==> src/rtl/multicycle_ctrl.sv <==
// Multi-cycle RV32I control unit.
// A Moore FSM walks each instruction through fetch, decode, execute, memory
// and writeback for a shared-memory datapath. Memory accesses wait on
// mem_ready, with an optional stall limit. Illegal encodings and stall
// timeouts park the FSM in a sticky FAULT state that only reset clears.
// Outputs are decoded from the registered state. They are gated to zero
// while reset is high.
module multicycle_ctrl #(
    parameter int ALU_CTRL_W = 4,
    parameter int WAIT_LIMIT = 15
) (
    input  logic                  clk,
    input  logic                  reset,
    input  logic [6:0]            op,
    input  logic [2:0]            func3,
    input  logic                  func7_5,
    input  logic                  zero,
    input  logic                  lt,
    input  logic                  ltu,
    input  logic                  mem_ready,
    output logic                  pc_write,
    output logic                  ir_write,
    output logic                  reg_write,
    output logic                  mem_req,
    output logic                  mem_write,
    output logic                  adr_src,
    output logic [1:0]            alu_src_a,
    output logic [1:0]            alu_src_b,
    output logic [1:0]            result_src,
    output logic [2:0]            imm_src,
    output logic [ALU_CTRL_W-1:0] alu_ctrl,
    output logic                  fault,
    output logic [3:0]            state_o
);

    // A zero limit still needs a 1-bit counter so the declaration stays legal.
    localparam int CNT_W = (WAIT_LIMIT > 0) ? $clog2(WAIT_LIMIT + 1) : 1;
    localparam logic [CNT_W-1:0] WAIT_MAX = CNT_W'(WAIT_LIMIT);

    localparam logic [3:0] ALU_ADD  = 4'd0;
    localparam logic [3:0] ALU_SUB  = 4'd1;
    localparam logic [3:0] ALU_AND  = 4'd2;
    localparam logic [3:0] ALU_OR   = 4'd3;
    localparam logic [3:0] ALU_XOR  = 4'd4;
    localparam logic [3:0] ALU_SLT  = 4'd5;
    localparam logic [3:0] ALU_SLTU = 4'd6;
    localparam logic [3:0] ALU_SLL  = 4'd7;
    localparam logic [3:0] ALU_SRL  = 4'd8;
    localparam logic [3:0] ALU_SRA  = 4'd9;

    typedef enum logic [3:0] {
        S_FETCH    = 4'd0,
        S_DECODE   = 4'd1,
        S_MEMADR   = 4'd2,
        S_MEMREAD  = 4'd3,
        S_MEMWB    = 4'd4,
        S_MEMWRITE = 4'd5,
        S_EXECR    = 4'd6,
        S_EXECI    = 4'd7,
        S_ALUWB    = 4'd8,
        S_BRANCH   = 4'd9,
        S_JAL      = 4'd10,
        S_JALR     = 4'd11,
        S_JLINK    = 4'd12,
        S_FAULT    = 4'd13
    } state_t;

    state_t           state_q, state_d;
    logic [CNT_W-1:0] wait_cnt_q, wait_cnt_d;

    logic       taken;
    logic [3:0] alu_dec;
    logic [2:0] imm_dec;
    logic       timeout;
    logic       mem_state;

    logic       pc_write_c, ir_write_c, reg_write_c, mem_req_c, mem_write_c, adr_src_c;
    logic [1:0] alu_src_a_c, alu_src_b_c, result_src_c;
    logic [3:0] alu_op_c;
    logic       fault_c;

    // Instruction-field decode: branch condition, ALU operation and immediate format.
    always_comb begin
        taken = 1'b0;
        case (func3)
            3'b000:  taken = zero;
            3'b001:  taken = !zero;
            3'b100:  taken = lt;
            3'b101:  taken = !lt;
            3'b110:  taken = ltu;
            3'b111:  taken = !ltu;
            default: taken = 1'b0;
        endcase

        alu_dec = ALU_ADD;
        case (func3)
            3'b000:  alu_dec = (state_q == S_EXECR && func7_5) ? ALU_SUB : ALU_ADD;
            3'b001:  alu_dec = ALU_SLL;
            3'b010:  alu_dec = ALU_SLT;
            3'b011:  alu_dec = ALU_SLTU;
            3'b100:  alu_dec = ALU_XOR;
            3'b101:  alu_dec = func7_5 ? ALU_SRA : ALU_SRL;
            3'b110:  alu_dec = ALU_OR;
            default: alu_dec = ALU_AND;
        endcase

        imm_dec = 3'b000;
        case (op)
            7'b0100011: imm_dec = 3'b001;
            7'b1100011: imm_dec = 3'b010;
            7'b1101111: imm_dec = 3'b011;
            default:    imm_dec = 3'b000;
        endcase
    end

    // Per-state datapath controls and next-state selection.
    always_comb begin
        state_d      = state_q;
        pc_write_c   = 1'b0;
        ir_write_c   = 1'b0;
        reg_write_c  = 1'b0;
        mem_req_c    = 1'b0;
        mem_write_c  = 1'b0;
        adr_src_c    = 1'b0;
        alu_src_a_c  = 2'b00;
        alu_src_b_c  = 2'b00;
        result_src_c = 2'b00;
        alu_op_c     = ALU_ADD;
        fault_c      = 1'b0;
        mem_state    = (state_q == S_FETCH) || (state_q == S_MEMREAD) || (state_q == S_MEMWRITE);
        // A ready in the same cycle takes priority over the stall limit.
        timeout      = (WAIT_LIMIT > 0) && (wait_cnt_q == WAIT_MAX) && !mem_ready;

        case (state_q)
            S_FETCH: begin
                mem_req_c    = 1'b1;
                alu_src_b_c  = 2'b10;
                result_src_c = 2'b10;
                ir_write_c   = mem_ready;
                pc_write_c   = mem_ready;
                if (mem_ready)    state_d = S_DECODE;
                else if (timeout) state_d = S_FAULT;
            end
            S_DECODE: begin
                alu_src_a_c = 2'b01;
                alu_src_b_c = 2'b01;
                case (op)
                    7'b0000011, 7'b0100011: state_d = S_MEMADR;
                    7'b0110011:             state_d = S_EXECR;
                    7'b0010011:             state_d = S_EXECI;
                    7'b1100011:             state_d = S_BRANCH;
                    7'b1101111:             state_d = S_JAL;
                    7'b1100111:             state_d = S_JALR;
                    default:                state_d = S_FAULT;
                endcase
            end
            S_MEMADR: begin
                alu_src_a_c = 2'b10;
                alu_src_b_c = 2'b01;
                state_d     = op[5] ? S_MEMWRITE : S_MEMREAD;
            end
            S_MEMREAD: begin
                adr_src_c = 1'b1;
                mem_req_c = 1'b1;
                if (mem_ready)    state_d = S_MEMWB;
                else if (timeout) state_d = S_FAULT;
            end
            S_MEMWB: begin
                result_src_c = 2'b01;
                reg_write_c  = 1'b1;
                state_d      = S_FETCH;
            end
            S_MEMWRITE: begin
                adr_src_c   = 1'b1;
                mem_req_c   = 1'b1;
                mem_write_c = 1'b1;
                if (mem_ready)    state_d = S_FETCH;
                else if (timeout) state_d = S_FAULT;
            end
            S_EXECR: begin
                alu_src_a_c = 2'b10;
                alu_op_c    = alu_dec;
                state_d     = S_ALUWB;
            end
            S_EXECI: begin
                alu_src_a_c = 2'b10;
                alu_src_b_c = 2'b01;
                alu_op_c    = alu_dec;
                state_d     = S_ALUWB;
            end
            S_ALUWB: begin
                reg_write_c = 1'b1;
                state_d     = S_FETCH;
            end
            S_BRANCH: begin
                alu_src_a_c = 2'b10;
                alu_op_c    = ALU_SUB;
                // func3 010/011 are not branch encodings in RV32I.
                if (func3 == 3'b010 || func3 == 3'b011) begin
                    state_d = S_FAULT;
                end else begin
                    pc_write_c = taken;
                    state_d    = S_FETCH;
                end
            end
            S_JAL: begin
                alu_src_a_c = 2'b01;
                alu_src_b_c = 2'b10;
                pc_write_c  = 1'b1;
                state_d     = S_ALUWB;
            end
            S_JALR: begin
                alu_src_a_c  = 2'b10;
                alu_src_b_c  = 2'b01;
                result_src_c = 2'b10;
                pc_write_c   = 1'b1;
                state_d      = S_JLINK;
            end
            S_JLINK: begin
                alu_src_a_c  = 2'b01;
                alu_src_b_c  = 2'b10;
                result_src_c = 2'b10;
                reg_write_c  = 1'b1;
                state_d      = S_FETCH;
            end
            S_FAULT: begin
                fault_c = 1'b1;
                state_d = S_FAULT;
            end
            default: state_d = S_FAULT;
        endcase

        // The stall count is per access, so it restarts whenever the state moves.
        if (state_d != state_q)
            wait_cnt_d = '0;
        else if (mem_state && !mem_ready && (WAIT_LIMIT > 0) && (wait_cnt_q != WAIT_MAX))
            wait_cnt_d = wait_cnt_q + CNT_W'(1);
        else
            wait_cnt_d = wait_cnt_q;
    end

    // State and stall-counter registers, asynchronously cleared.
    always_ff @(posedge clk or posedge reset) begin
        if (reset) begin
            state_q    <= S_FETCH;
            wait_cnt_q <= '0;
        end else begin
            state_q    <= state_d;
            wait_cnt_q <= wait_cnt_d;
        end
    end

    // Outputs are forced low during reset so no enable leaks past the reset edge.
    always_comb begin
        pc_write   = !reset && pc_write_c;
        ir_write   = !reset && ir_write_c;
        reg_write  = !reset && reg_write_c;
        mem_req    = !reset && mem_req_c;
        mem_write  = !reset && mem_write_c;
        adr_src    = !reset && adr_src_c;
        alu_src_a  = reset ? 2'b00 : alu_src_a_c;
        alu_src_b  = reset ? 2'b00 : alu_src_b_c;
        result_src = reset ? 2'b00 : result_src_c;
        imm_src    = reset ? 3'b000 : imm_dec;
        alu_ctrl   = reset ? '0 : ALU_CTRL_W'(alu_op_c);
        fault      = !reset && fault_c;
        state_o    = reset ? 4'd0 : state_q;
    end

endmodule
==> config.mk <==
export PLATFORM = sky130hd
export DESIGN_NAME = multicycle_ctrl
export DESIGN_NICKNAME = d
export VERILOG_FILES = /design/src/rtl/multicycle_ctrl.sv
export SDC_FILE = /design/constraint.sdc
export NUM_CORES = 1
export LEC_CHECK = 0
export ABC_AREA = 1
export CAP_MARGIN = 25
export CORE_UTILIZATION = 25
export DETAILED_ROUTE_END_ITERATION = 16
export GPL_TIMING_DRIVEN = 0
export PLACE_DENSITY = 0.53
export SLEW_MARGIN = 40
export SYNTH_ARGS = -nofsm -noshare
export SYNTH_HDL_FRONTEND = slang
export SYNTH_SLANG_ARGS = --single-unit
==> constraint.sdc <==
create_clock -name clk -period 3.08 [get_ports clk]
set_clock_uncertainty 0.2 [all_clocks]
set_input_delay 0.77 -clock clk [delete_from_list [all_inputs] [get_ports clk]]
set_output_delay 0.77 -clock clk [all_outputs]
set_load 0.03 [all_outputs]
# [After elaboration in Yosys (flattened, before gate mapping)]
# Cells that the tools add are included.
# Widths: inputs -> output; s select.
[word_totals] out_inout_bits=24 register_bits=8 elab_cells=100 input_bits=17
[classes] reduce_logical=34 n_addsub=1 n_mux=33 n_eq_ne=30
[op_table] op="$mux 4" n=9
[op_table] op="$pmux 4 s9" n=1
[op_table] op="$eq 4x4->1 const B" n=7
[op_table] op="$pmux 4 s7" n=1
[op_table] op="$pmux 4 s6" n=1
[op_table] op="$eq 7x7->1 const B" n=3
[op_table] op="$reduce_or 3->1" n=6
[op_table] op="$eq 4x3->1 const B" n=4
[op_table] op="$eq 7x6->1 const B" n=2
[op_table] op="$eq 3x3->1 const B" n=4
[op_table] op="$pmux 2 s2" n=3
[op_table] op="$logic_and 1x1->1" n=11
[op_table] op="$mux 1" n=9
[op_table] op="$eq 4x2->1 const B" n=2
[op_table] op="$pmux 4 s2" n=1
[op_table] op="$reduce_or 2->1" n=4
[op_table] op="$eq 7x2->1 const B" n=1
[op_table] op="$eq 7x5->1 const B" n=1
[op_table] op="$eq 3x2->1 const B" n=2
[op_table] op="$mux 2" n=3
[op_table] op="$mux 3" n=2
[op_table] op="$pmux 1 s6" n=1
[op_table] op="$pmux 2 s3" n=1
[op_table] op="$logic_not 1->1" n=5
[op_table] op="other kinds (12)" n=14

# [Depth between registers and ports, before layout]
[depth] word_depth=7 mapped_depth=13 mapped_depth_nobuf=13

# [Worst setup path before layout]
# Ideal clock, no wire load.
[synth_timing] kind="input to output" start="in reset" end="out alu_ctrl[2]" n_path_buf=1 t_arrival_ps=2301 stages=4 setup_slack_ps=-191 required_ps=2110 path_cell_list="clkbuf_1 > nor2_1 > nand2_1 > nor3_1"
[synth_via] elab_chain_cells=1
[synth_rtl] item="from (decl)" line_no="13" rtl="input logic reset,"
[synth_rtl] item="$mux 4" line_no="265" rtl="alu_ctrl = reset ? '0 : ALU_CTRL_W'(alu_op_c);"
[synth_rtl] item="to (decl)" line_no="31" rtl="output logic [ALU_CTRL_W-1:0] alu_ctrl,"
# Every way passes these cells.

# [Worst setup path after layout]
[layout_timing] start="in op[5]" end="out imm_src[0]"
[layout_via] elab_chain_cells=3 elab_cells_between_ends=5 cone_classes="eq/ne (3); mux (2)"
[layout_rtl] item="from (decl)" line_no="14" rtl="input logic [6:0] op,"
[layout_rtl] item="$eq 7x7->1 or $eq 7x6->1 (tied branches)" line_no="108" rtl="case (op)"
[layout_rtl] item="$pmux 2 s3 (*)" line_no="108"
[layout_rtl] item="$mux 3 (*)" line_no="264" rtl="imm_src = reset ? 3'b000 : imm_dec;"
[layout_rtl] item="to (decl)" line_no="30" rtl="output logic [2:0] imm_src,"
# Every way passes the cells marked *; elsewhere a longest branch is shown, timed or not.

==> metrics.cfg <==
[status]
status=complete, no violations

[cells_and_area]
final_core_util_pct=38.1
syn_to_final_growth_pct=45.9
n_antenna_cell=0
stdcell_area_um2=1660
final_cell_mix=nand2_1 (52), nor2_1 (39), inv_1 (24)
nets=271
fillCellCount=477
drive_gt1_share_pct=17.1
final_common_cell=nand2_1

[clock_tree]
htreeDepth=1
clk_pin_slew_worst_paths_ps=40
holdBufCountCts=0
cts_tree=built
cts_buffer_depth=2
clk-insertion-delay-late_ps=230
clkSinkCount=8
cts_made_buffers=3
clockRootBuffer=clkbuf_8

[power]
total_power_mw=0.300
ir_worst_vdd_mv=0.0755
power-per-cell-area_nw_per_um2=181
total_leakage_power_nw=0.945

[sta]
finalSetupTns_ps=0
min_period_ps=2990
whs_ps=356
finalSetupViolations=0
finalHoldViolations=0
drv_slew=0
max_freq_ghz=0.335
period_share_pct=97.0

[global_route]
grt_max_degree=11
grt_pass1_wl_um=5710
grt_pass1_vias=1343
grt_antenna_before_repair=0
grt_use_total_pct=14.6
grt_overflow=0

[detailed_routing]
first_pass_iters=4
vias=1386
viasPerCell=4.57
final_antenna_net_count=0
drtIter0Drc=67
avgRoutedWirePerCell_um=11.1
drcViolationCount=0
wl_um=3350

[logic_synthesis]
ys_seq_area_share_pct=17.6
synthTopCellsByArea=dfrtp_1 (18%), nand2_1 (17%), nor2_1 (14%)
yosys.area.top_type=dfrtp_1
yosys.cell_types.count=25
ys_warn_count=0
ys_ff_latch=8
synth_fp_nets=226
synthCells=208
synth.avg_cell_area_um2=5.47
synth_top_area_share_pct=17.6
synth_area_um2=1140

[critical_path]
startpoint_type=primary input
cpMostUsedCell=nand2_1
end_kind=output port
r2r_slack_ps=1110
critPathKind=primary input to output port
critical_path.top_delay_family=buffers and inverters
rr_startpoint=state_q[2]$_DFF_PP0_
path_depth=6
critical_path_buf_inv_count=2
r2r_end=wait_cnt_q[2]$_DFFE_PP0P_
r2r_cells=11
cpMaxStageDelayCell=clkdlybuf4s50_1
crit_chain=clkdlybuf4s50_1 -> nand2_1 -> nor2_2 -> nand2_1 -> a21oi_1 -> buf_4
slowest_delay_ps=530
worstPathMaxFanout=4
cp.arrival_ps=2020
required_ps=2110

[run]
maxCapViolCount=0

[hold_path]
hold_path_end=wait_cnt_q[3]$_DFFE_PP0P_
worstHoldPathCells=2
hold_class=flop to flop
min-delay-start=wait_cnt_q[3]$_DFFE_PP0P_

[die]
dieArea_um2=4820
die_h_um=69.5
pin_count=41
placeableCoreArea_um2=4350
die_w_um=69.5
rows=24
initial_core_util_pct=26.1

[placement]
hpwl_um=2800
gp_congestion=0.829
placed_cell_area_um2=1590
port_buffers=38

==> registers in the layout (all words and copies together) (netlist names) <==
register    count
state_q         4
wait_cnt_q      4
==> cells by family after synthesis <==
kind of cell / after synthesis / synth area share, %
AO/OA/AOI/OAI: 26 / 13.3
XOR/XNOR: 2 / 1.54
adder cells (fa/ha/maj): 1 / 1.10
buffers and inverters: 37 / 13.2
flip-flops: 8 / 17.6
other: 1 / 0.330
AND/OR/NAND/NOR: 133 / 52.9
==> report_power, final <==
group	leakage [nW]	switching [mW]	total, mW	internal, mW
Combinational	0.832	0.0389	0.0699	0.0310
Clock	0.0216	0.0399	0.124	0.0846
Sequential	0.0909	0	0.106	0.106
Total	0.945	0.0788	0.300	0.221
==> worst reg2reg max path: cells and delay by family (launching register included) <==
kind	cells	cell delay (ps)
buffers and inverters	2	240
and+or+nand+nor	9	1150
DFF	1	310
==> layout make-up <==
cell class,instances,area [um2],share of cell area (%)
inverter,32,120,7.24
multi-input combinational,163,805,48.5
sequential,8,200,12.1
clock buffer,3,41.3,2.49
buffer,5,32.5,1.96
tap,52,65.1,3.92
timing repair buffer,40,395,23.8
==> metal layers <==
layer	GRT usage (%)	share of wire, %	vias up
met1	17.0	43	593
li1	-	-	746
met3	2.03	5.7	5
met4	5.90	1.5	0
met2	26.5	50	42
met5	0	0	-
==> cells in the mapped netlist, drive strengths merged <==
library cell,count
clkbuf,2
nand4,3
ha,1
nand3b,1
a31o,1
nor3,5
o21ai,5
inv,32
buf,3
nand3,18
xor2,2
dfrtp,8
a31oi,2
o31ai,1
o211ai,5
nand2,58
nor2,48
conb,1
a21oi,12
==> through the flow <==
| stage | setup WS (ps) | cells |
|---|---|---|
| 2_1_floorplan | -9.81 | 208 |
| 3_3_place_gp | -796 | 298 |
| 3_5_place_dp | -763 | 298 |
| 4_1_cts | 12.1 | 302 |
| 5_1_grt | -6.87 | 303 |
| 6_report | 93.9 | 303 |
==> worst max-delay path by stage <==
stage                         from     endpoint  slack (ps)
after floorplan              reset  alu_ctrl[1]         -10
after global placement    func3[2]     pc_write        -800
after detailed placement  func3[2]     pc_write        -760
after CTS                 func3[2]  alu_ctrl[1]          10
after global routing         op[0]   imm_src[0]          -7
final                        op[5]   imm_src[0]          90
==> repair_timing <==
action                     in CTS  in global routing
gates resized for setup        35                 15
hold endpoints to repair        0                  0
buffers inserted                1                  1
pin swaps                       1                  1
setup endpoints to repair      16                 10
Power figures use the tool's default switching activity.
